### config.mk
export PLATFORM = sky130hd
export DESIGN_NAME = cp0_exc_ctrl_flat
export DESIGN_NICKNAME = d
export VERILOG_FILES = /design/src/rtl/cp0_exc_ctrl_if.sv /design/src/rtl/cp0_exc_ctrl.sv /design/src/flat_wrapper.sv
export SDC_FILE = /design/constraint.sdc
export NUM_CORES = 1
export LEC_CHECK = 0
export BUFFER_PORTS_ARGS = -buffer_cell sky130_fd_sc_hd__buf_2
export CELL_PAD_IN_SITES_DETAIL_PLACEMENT = 1
export CELL_PAD_IN_SITES_GLOBAL_PLACEMENT = 2
export CORE_ASPECT_RATIO = 0.7
export CORE_MARGIN = 5
export CORE_UTILIZATION = 32
export DETAILED_ROUTE_END_ITERATION = 8
export PLACE_DENSITY_LB_ADDON = 0.05
export SLEW_MARGIN = 10
export SYNTH_ARGS = -nofsm -noshare
export SYNTH_HDL_FRONTEND = slang
export SYNTH_SLANG_ARGS = --single-unit
### constraint.sdc
create_clock -name i_clk -period 2.41 [get_ports i_clk]
set_input_delay 0.3615 -clock i_clk [delete_from_list [all_inputs] [get_ports i_clk]]
set_output_delay 0.3615 -clock i_clk [all_outputs]
set_load 0.005 [all_outputs]
### src/rtl/cp0_exc_ctrl_if.sv
// rtl/cp0_exc_ctrl_if.sv - datapath-facing bus of the CP0 exception controller
//
// Purpose: bundles every non-clock/reset signal between the multicycle MIPS
// datapath and cp0_exc_ctrl.
//
// Port summary (seen from the datapath, modport master):
//   out int_req[5:0]      level-sensitive hardware interrupt lines
//   out exc_valid         synchronous exception, held until stall drops
//   out exc_code[4:0]     ExcCode of that exception
//   out exc_pc[31:0]      PC of the faulting / interrupted instruction
//   out eret              eret executing, held until stall drops
//   out mtc0_req          mtc0 request, held until mtc0_ack
//   out mtc0_addr[4:0]    CP0 index targeted by mtc0
//   out mtc0_data[31:0]   mtc0 write data
//   in  mtc0_ack          mtc0 accepted this cycle
//   in  cp0_w             CP0 register file write enable
//   in  cp0_a[4:0]        CP0 register file write index
//   in  cp0_wd[31:0]      CP0 register file write data
//   in  stall             freeze the datapath
//   in  redirect          one-cycle PC load strobe
//   in  redirect_pc[31:0] PC to load when redirect=1
// modport slave is the same set with directions reversed (controller side).

interface cp0_exc_ctrl_if;
  logic [5:0]  int_req;
  logic        exc_valid;
  logic [4:0]  exc_code;
  logic [31:0] exc_pc;
  logic        eret;
  logic        mtc0_req;
  logic [4:0]  mtc0_addr;
  logic [31:0] mtc0_data;
  logic        mtc0_ack;
  logic        cp0_w;
  logic [4:0]  cp0_a;
  logic [31:0] cp0_wd;
  logic        stall;
  logic        redirect;
  logic [31:0] redirect_pc;

  modport master (
    output int_req, exc_valid, exc_code, exc_pc, eret,
    output mtc0_req, mtc0_addr, mtc0_data,
    input  mtc0_ack, cp0_w, cp0_a, cp0_wd, stall, redirect, redirect_pc
  );

  modport slave (
    input  int_req, exc_valid, exc_code, exc_pc, eret,
    input  mtc0_req, mtc0_addr, mtc0_data,
    output mtc0_ack, cp0_w, cp0_a, cp0_wd, stall, redirect, redirect_pc
  );
endinterface

### src/rtl/cp0_exc_ctrl.sv
// rtl/cp0_exc_ctrl.sv - CP0 exception/interrupt/eret/mtc0 sequencer
//
// Purpose: sequences the CP0 register file for exception and interrupt entry,
// eret and mtc0 in the multicycle MIPS core. Owns the single CP0 write port,
// arbitrating between the CPU mtc0 path and hardware entry/exit sequences.
// Keeps shadow copies of Status (IE, EXL, IM) and EPC, and drives stall and
// PC redirect back to the datapath.
//
// Port summary:
//   i_clk    in  system clock, rising edge
//   i_reset  in  asynchronous active-low reset
//   bus      cp0_exc_ctrl_if.slave, see rtl/cp0_exc_ctrl_if.sv
//
// Entry sequence: IDLE(decide) -> W_EPC -> W_CAUSE -> W_STATUS -> JUMP -> IDLE
// Exit sequence:  IDLE(decide) -> ERET_W -> ERET_JUMP -> IDLE

module cp0_exc_ctrl #(
  parameter logic [31:0] EXC_VECTOR = 32'h0000_0080,
  parameter logic [4:0]  STATUS_IDX = 5'd12,
  parameter logic [4:0]  CAUSE_IDX  = 5'd13,
  parameter logic [4:0]  EPC_IDX    = 5'd14
) (
  input  logic             i_clk,
  input  logic             i_reset,
  cp0_exc_ctrl_if.slave    bus
);

  localparam logic [2:0] IDLE      = 3'd0;
  localparam logic [2:0] W_EPC     = 3'd1;
  localparam logic [2:0] W_CAUSE   = 3'd2;
  localparam logic [2:0] W_STATUS  = 3'd3;
  localparam logic [2:0] JUMP      = 3'd4;
  localparam logic [2:0] ERET_W    = 3'd5;
  localparam logic [2:0] ERET_JUMP = 3'd6;

  logic [2:0]  r_state;
  logic        r_ie;
  logic        r_exl;
  logic [5:0]  r_im;
  logic [31:0] r_epc_sh;
  logic [4:0]  r_code;
  logic [31:0] r_pc;

  logic [2:0]  w_next;
  logic        w_irq;
  logic        w_take_exc;
  logic        w_take_irq;
  logic        w_take_eret;
  logic        w_mtc0_go;
  logic        w_stall;
  logic        w_redirect;
  logic [31:0] w_redirect_pc;
  logic        w_cp0_w;
  logic [4:0]  w_cp0_a;
  logic [31:0] w_cp0_wd;
  logic        w_mtc0_ack;
  logic [31:0] w_status_set;
  logic [31:0] w_status_clr;
  logic [31:0] w_cause;

  // Interrupts are only taken when enabled and not already inside a handler.
  assign w_irq = r_ie & ~r_exl & (|(bus.int_req & r_im));

  // Status image variants written on entry (EXL=1) and eret (EXL=0).
  assign w_status_set = {16'h0000, r_im, 8'h00, 1'b1, r_ie};
  assign w_status_clr = {16'h0000, r_im, 8'h00, 1'b0, r_ie};

  // Cause takes the interrupt lines live in the W_CAUSE cycle, not at decision.
  assign w_cause = {16'h0000, bus.int_req, 3'b000, r_code, 2'b00};

  always_comb begin
    w_next        = r_state;
    w_take_exc    = 1'b0;
    w_take_irq    = 1'b0;
    w_take_eret   = 1'b0;
    w_mtc0_go     = 1'b0;
    w_stall       = 1'b0;
    w_redirect    = 1'b0;
    w_redirect_pc = 32'h0000_0000;
    w_cp0_w       = 1'b0;
    w_cp0_a       = 5'd0;
    w_cp0_wd      = 32'h0000_0000;
    w_mtc0_ack    = 1'b0;

    // Gating on the async reset keeps every output low while reset is held,
    // even though IDLE decisions are combinational on the inputs.
    if (i_reset) begin
      case (r_state)
        IDLE: begin
          // Fixed priority: exception > interrupt > eret > mtc0.
          // An eret with EXL=0 is not an event, so it does not block mtc0.
          if (bus.exc_valid) begin
            w_take_exc = 1'b1;
            w_stall    = 1'b1;
            w_next     = W_EPC;
          end else if (w_irq) begin
            w_take_irq = 1'b1;
            w_stall    = 1'b1;
            w_next     = W_EPC;
          end else if (bus.eret && r_exl) begin
            w_take_eret = 1'b1;
            w_stall     = 1'b1;
            w_next      = ERET_W;
          end else if (bus.mtc0_req) begin
            w_mtc0_go  = 1'b1;
            w_mtc0_ack = 1'b1;
            w_cp0_w    = 1'b1;
            w_cp0_a    = bus.mtc0_addr;
            w_cp0_wd   = bus.mtc0_data;
          end
        end
        W_EPC: begin
          w_stall  = 1'b1;
          w_cp0_w  = 1'b1;
          w_cp0_a  = EPC_IDX;
          w_cp0_wd = r_pc;
          w_next   = W_CAUSE;
        end
        W_CAUSE: begin
          w_stall  = 1'b1;
          w_cp0_w  = 1'b1;
          w_cp0_a  = CAUSE_IDX;
          w_cp0_wd = w_cause;
          w_next   = W_STATUS;
        end
        W_STATUS: begin
          w_stall  = 1'b1;
          w_cp0_w  = 1'b1;
          w_cp0_a  = STATUS_IDX;
          w_cp0_wd = w_status_set;
          w_next   = JUMP;
        end
        JUMP: begin
          w_stall       = 1'b1;
          w_redirect    = 1'b1;
          w_redirect_pc = EXC_VECTOR;
          w_next        = IDLE;
        end
        ERET_W: begin
          w_stall  = 1'b1;
          w_cp0_w  = 1'b1;
          w_cp0_a  = STATUS_IDX;
          w_cp0_wd = w_status_clr;
          w_next   = ERET_JUMP;
        end
        ERET_JUMP: begin
          w_stall       = 1'b1;
          w_redirect    = 1'b1;
          w_redirect_pc = r_epc_sh;
          w_next        = IDLE;
        end
        default: begin
          w_next = IDLE;
        end
      endcase
    end
  end

  always_ff @(posedge i_clk or negedge i_reset) begin
    if (!i_reset) begin
      r_state  <= IDLE;
      r_ie     <= 1'b0;
      r_exl    <= 1'b0;
      r_im     <= 6'd0;
      r_epc_sh <= 32'h0000_0000;
      r_code   <= 5'd0;
      r_pc     <= 32'h0000_0000;
    end else begin
      r_state <= w_next;
      case (r_state)
        IDLE: begin
          if (w_take_exc) begin
            r_pc   <= bus.exc_pc;
            r_code <= bus.exc_code;
          end else if (w_take_irq) begin
            // Interrupts record the PC presented on exc_pc and ExcCode 0.
            r_pc   <= bus.exc_pc;
            r_code <= 5'd0;
          end else if (w_mtc0_go) begin
            // Shadows track software writes so later images and eret agree.
            if (bus.mtc0_addr == STATUS_IDX) begin
              r_ie  <= bus.mtc0_data[0];
              r_exl <= bus.mtc0_data[1];
              r_im  <= bus.mtc0_data[15:10];
            end
            if (bus.mtc0_addr == EPC_IDX) begin
              r_epc_sh <= bus.mtc0_data;
            end
          end
        end
        W_EPC:    r_epc_sh <= r_pc;
        W_STATUS: r_exl    <= 1'b1;
        ERET_W:   r_exl    <= 1'b0;
        default: ;
      endcase
    end
  end

  assign bus.stall       = w_stall;
  assign bus.redirect    = w_redirect;
  assign bus.redirect_pc = w_redirect_pc;
  assign bus.cp0_w       = w_cp0_w;
  assign bus.cp0_a       = w_cp0_a;
  assign bus.cp0_wd      = w_cp0_wd;
  assign bus.mtc0_ack    = w_mtc0_ack;

endmodule

### src/flat_wrapper.sv
// flat-port wrapper written by rule: the top's interface ports become plain ports
module cp0_exc_ctrl_flat 
#(
  parameter logic [31:0] EXC_VECTOR = 32'h0000_0080,
  parameter logic [4:0]  STATUS_IDX = 5'd12,
  parameter logic [4:0]  CAUSE_IDX  = 5'd13,
  parameter logic [4:0]  EPC_IDX    = 5'd14
)
  (i_clk, i_reset, bus_int_req, bus_exc_valid, bus_exc_code, bus_exc_pc, bus_eret, bus_mtc0_req, bus_mtc0_addr, bus_mtc0_data, bus_mtc0_ack, bus_cp0_w, bus_cp0_a, bus_cp0_wd, bus_stall, bus_redirect, bus_redirect_pc);
  cp0_exc_ctrl_if bus_i ();
  input  logic i_clk;
  input  logic i_reset;
  input wire logic [$bits(bus_i.int_req)-1:0] bus_int_req;
  input wire logic [$bits(bus_i.exc_valid)-1:0] bus_exc_valid;
  input wire logic [$bits(bus_i.exc_code)-1:0] bus_exc_code;
  input wire logic [$bits(bus_i.exc_pc)-1:0] bus_exc_pc;
  input wire logic [$bits(bus_i.eret)-1:0] bus_eret;
  input wire logic [$bits(bus_i.mtc0_req)-1:0] bus_mtc0_req;
  input wire logic [$bits(bus_i.mtc0_addr)-1:0] bus_mtc0_addr;
  input wire logic [$bits(bus_i.mtc0_data)-1:0] bus_mtc0_data;
  output wire logic [$bits(bus_i.mtc0_ack)-1:0] bus_mtc0_ack;
  output wire logic [$bits(bus_i.cp0_w)-1:0] bus_cp0_w;
  output wire logic [$bits(bus_i.cp0_a)-1:0] bus_cp0_a;
  output wire logic [$bits(bus_i.cp0_wd)-1:0] bus_cp0_wd;
  output wire logic [$bits(bus_i.stall)-1:0] bus_stall;
  output wire logic [$bits(bus_i.redirect)-1:0] bus_redirect;
  output wire logic [$bits(bus_i.redirect_pc)-1:0] bus_redirect_pc;
  assign bus_i.int_req = bus_int_req;
  assign bus_i.exc_valid = bus_exc_valid;
  assign bus_i.exc_code = bus_exc_code;
  assign bus_i.exc_pc = bus_exc_pc;
  assign bus_i.eret = bus_eret;
  assign bus_i.mtc0_req = bus_mtc0_req;
  assign bus_i.mtc0_addr = bus_mtc0_addr;
  assign bus_i.mtc0_data = bus_mtc0_data;
  assign bus_mtc0_ack = bus_i.mtc0_ack;
  assign bus_cp0_w = bus_i.cp0_w;
  assign bus_cp0_a = bus_i.cp0_a;
  assign bus_cp0_wd = bus_i.cp0_wd;
  assign bus_stall = bus_i.stall;
  assign bus_redirect = bus_i.redirect;
  assign bus_redirect_pc = bus_i.redirect_pc;
  cp0_exc_ctrl #(.EXC_VECTOR(EXC_VECTOR), .STATUS_IDX(STATUS_IDX), .CAUSE_IDX(CAUSE_IDX), .EPC_IDX(EPC_IDX)) u_core (.i_clk(i_clk), .i_reset(i_reset), .bus(bus_i));
endmodule
==> impl_metrics.json <==
{
  "status": "complete, but fails checks",
  "violations": "negative setup slack",
  "rows": 38,
  "grt_pass1_wl_mm": 29.3,
  "synth_edf_count": 0,
  "clock_sinks": 80,
  "htreeDepth": 3,
  "ir_worst_vdd_uv": 536,
  "vias": 4724,
  "finalSetupViolCount": 39,
  "synth_area_um2": 5070,
  "die_x_um": 160,
  "synth_seq_cells": 80,
  "power_frac_clock": 0.201,
  "grtUsageMet3": 0.0555,
  "final_area_um2": 6550,
  "combPwrFrac": 0.479,
  "p_leak_nw": 3.02,
  "worst_pin_slew_ns": 0.521,
  "numCtsBuffers": 9,
  "timing.rr.end": "u_core.r_epc_sh[8]$_DFFE_PN0P_",
  "cp_top_family": "compound AO/OA/AOI/OAI gates",
  "area_delta_synth_final_pct": 29.3,
  "placed_area_um2": 6160,
  "cp.arrival_ns": 2.14,
  "worst-r2r-cell-count": 5,
  "yosysWarnings": 0,
  "groute.usage.overall": 0.199,
  "drt_drc_violations_left": 0,
  "use_met1": 0.270,
  "crit_required_ns": 2.05,
  "drt-initial-drc-count": 214,
  "critPathBufInv": 2,
  "root_buffer": "clkbuf_16",
  "layout-drive-gt1-share": 0.483,
  "slew-limit-headroom": 0.643,
  "crit_path_top_delay_cell": "dfrtp_1",
  "seqCellArea_um2": 2010,
  "async_flop_share": 1.00,
  "fmax_mhz": 399,
  "final_cells": 823,
  "clock_skew_ns": 0.00801,
  "maxSlewViolCount": 0,
  "netlist_instances": 469,
  "ant_nets": 0,
  "cp-start-kind": "flip-flop",
  "rrSetupSlack_ns": 0.27,
  "num-nets-final": 703,
  "p_per_area_nw_per_um2": 1120,
  "via_per_inst": 5.74,
  "hold_class": "primary input to asynchronous set/reset pin",
  "rsz0062_at_grt": "true",
  "dr.pass1.iters": 4,
  "crit_chain": "a221o_1 > o32ai_4 > and4_4 > clkbuf_16 > a22o_1 > buf_2",
  "drv_cap": 0,
  "p_sw_frac": 0.395,
  "power_frac_seq": 0.320,
  "power.internal_mw": 4.44,
  "synth_fp_nets": 554,
  "cts_tree": "yes",
  "grt_max_degree": 62,
  "post-place-cells": 803,
  "crit_path_max_fanout": 11,
  "antennaDiodeCount": 0,
  "min_period_ns": 2.51,
  "ys.flop_type": "dfrtp_1",
  "ys_seq_area_frac": 0.395,
  "post_drt_wl_per_cell_um": 22.9,
  "regToRegStartpoint": "u_core.r_im[1]$_DFFE_PN0P_",
  "synth_area_per_cell_um2": 10.8,
  "multi_input_area_um2": 2830,
  "crit_type": "flip-flop to primary output",
  "hold_viol": 0,
  "grt_antenna_before_repair": 1,
  "dieHeight_um": 115,
  "fin_ws_ns": -0.0957,
  "numPortBuffers": 157,
  "p_switching_mw": 2.90,
  "dieArea_um2": 18500,
  "fillers": 1748,
  "synthDistinctLibCells": 51,
  "place.gp.congestion": 0.793,
  "post-dp-hpwl_mm": 13.0,
  "insertion_delay_ns": 0.34,
  "busiest_layer": "met2",
  "grt_overflow": 0,
  "gr-usage-met2": 0.319,
  "wl_mm": 18.9,
  "clockBufferDepth": 2,
  "clk_pin_slew_ns": 0.06,
  "end_kind": "primary output",
  "critPathMaxStageDelay_ns": 0.40,
  "initial_core_util": 0.327,
  "core_area_um2": 15500,
  "period_share": 1.04,
  "grt_pass1_vias": 5133,
  "num_io_pins": 158
}
Yosys cell counts (all sizes together), types with 2 or more instances:
cell,instances,share of area
a22oi,12,0.018
mux2i,2,0.0039
a311oi,32,0.055
dfrtp,80,0.39
mux2,77,0.18
nor2,36,0.027
a31oi,3,0.0037
nor3,4,0.0049
o21ai,9,0.0089
nand2b,2,0.0025
nor4b,2,0.0094
buf,25,0.037
a2111oi,32,0.055
a21oi,4,0.0047
and3,33,0.041
and2,3,0.0037
a22o,34,0.059
clkbuf,31,0.023
nor2b,6,0.0074
o2bb2ai,7,0.012
o32ai,2,0.0049
nand2,12,0.010
a21o,2,0.0030
cell type report:
cell class | instances | share of cell area
multi-input cells | 332 | 0.431
repair buffers | 194 | 0.176
clock buffers | 11 | 0.0355
flip-flops and latches | 80 | 0.306
inverters | 1 | 0.000573
clock inverters | 5 | 0.0124
well taps | 200 | 0.0382
registers in the layout, summed over array words and instances, names as in the netlist:
register / count
u_core.r_epc_sh: 32
u_core.r_pc: 32
u_core.r_im: 6
u_core.r_code: 5
u_core.r_state: 3
u_core.r_exl: 1
u_core.r_ie: 1
worst max-delay path by stage:
stage                                  startpoint                               to  slack (ns)  cells after the start
finish                 u_core.r_im[1]$_DFFE_PN0P_                   bus_cp0_wd[27]        -0.1                      6
global route           u_core.r_im[1]$_DFFE_PN0P_                   bus_cp0_wd[24]       -0.18                      6
CTS                    u_core.r_im[3]$_DFFE_PN0P_                   bus_cp0_wd[26]       -0.12                      6
detailed placement                  bus_exc_valid                   bus_cp0_wd[26]        0.20                      7
global placement                 bus_mtc0_addr[0]  u_core.r_epc_sh[23]$_DFFE_PN0P_        0.21                      7
floorplan           u_core.r_state[2]$_DFFE_PN0P_                     bus_cp0_a[4]        0.34                      7
cell families after synthesis:
logic type | count (synthesis) | synth area share
muxes | 79 | 0.180
DFF | 80 | 0.395
AOI/OAI and AO/OA | 146 | 0.240
and+or+nand+nor | 107 | 0.124
buffers and inverters | 57 | 0.0602
power by group through the flow:
stage | Combinational (mW) | Clock, mW | Sequential, mW
CTS | 3.52 | 1.53 | 2.34
global placement | 3.42 | 0 | 2.33
detailed placement | 3.49 | 0 | 2.35
floorplan | 2.30 | 0 | 2.20
global route | 3.85 | 1.58 | 2.42
finish | 3.52 | 1.47 | 2.35
stage by stage:
stage / TNS [ns] / total power, mW / utilization / hold WS, ns / setup slack [ns]
final: -2.94 / 7.35 / 0.423 / 0.147 / -0.0957
after global routing: -6.06 / 7.84 / 0.423 / 0.174 / -0.179
after CTS: -3.68 / 7.39 / 0.419 / 0.163 / -0.116
after detailed placement: 0 / 5.85 / 0.398 / 0.216 / 0.198
after global placement: 0 / 5.75 / 0.398 / 0.208 / 0.209
after floorplan: 0 / 4.50 / - / 0.0659 / 0.344
metal layers:
metal  wire, um  vias to the layer above
li1           -                     2156
met1       9010                     2429
met2       8490                      120
met3       1130                       17
met4        197                        2
met5         20                        -
cells in the final DEF, fill, tap and decap left out, types with 2 or more instances in the layout:
| cell type | instances |
|---|---|
| buf_2 | 156 |
| clkbuf_1 | 2 |
| a21o_1 | 2 |
| nand2_1 | 11 |
| mux2_2 | 65 |
| nor3_1 | 3 |
| bufinv_16 | 2 |
| and3_1 | 33 |
| a22oi_1 | 12 |
| nand2b_1 | 2 |
| clkbuf_16 | 10 |
| nor4b_4 | 2 |
| buf_12 | 5 |
| dfrtp_2 | 3 |
| o2bb2ai_2 | 2 |
| a2111oi_0 | 32 |
| nor2_1 | 35 |
| and2_1 | 3 |
| buf_4 | 30 |
| mux2_4 | 7 |
| nor2b_1 | 6 |
| a311oi_1 | 32 |
| o2bb2ai_1 | 5 |
| a21oi_1 | 3 |
| dfrtp_1 | 77 |
| o21ai_0 | 9 |
| a22o_1 | 34 |
| mux2i_1 | 2 |
| mux2_1 | 5 |
timing repair:
action                                 4_1_cts  5_1_grt
cloned                                       0        1
setup endpoints to repair                   42       62
endpoints found under the hold margin        3        0
hold buffers                                 1        0
gates resized for setup                      3        4
buffers inserted                             0        2
pin swaps                                    2        4
worst reg2reg max path, delay by kind of cell (launching register included):
kind | cells | cell delay [ns]
buffers and inverters | 1 | 0.23
AOI/OAI and AO/OA | 3 | 1.30
and+or+nand+nor | 1 | 0.09
DFF | 1 | 0.40
Note: power is estimated with default switching activity, not from simulation.
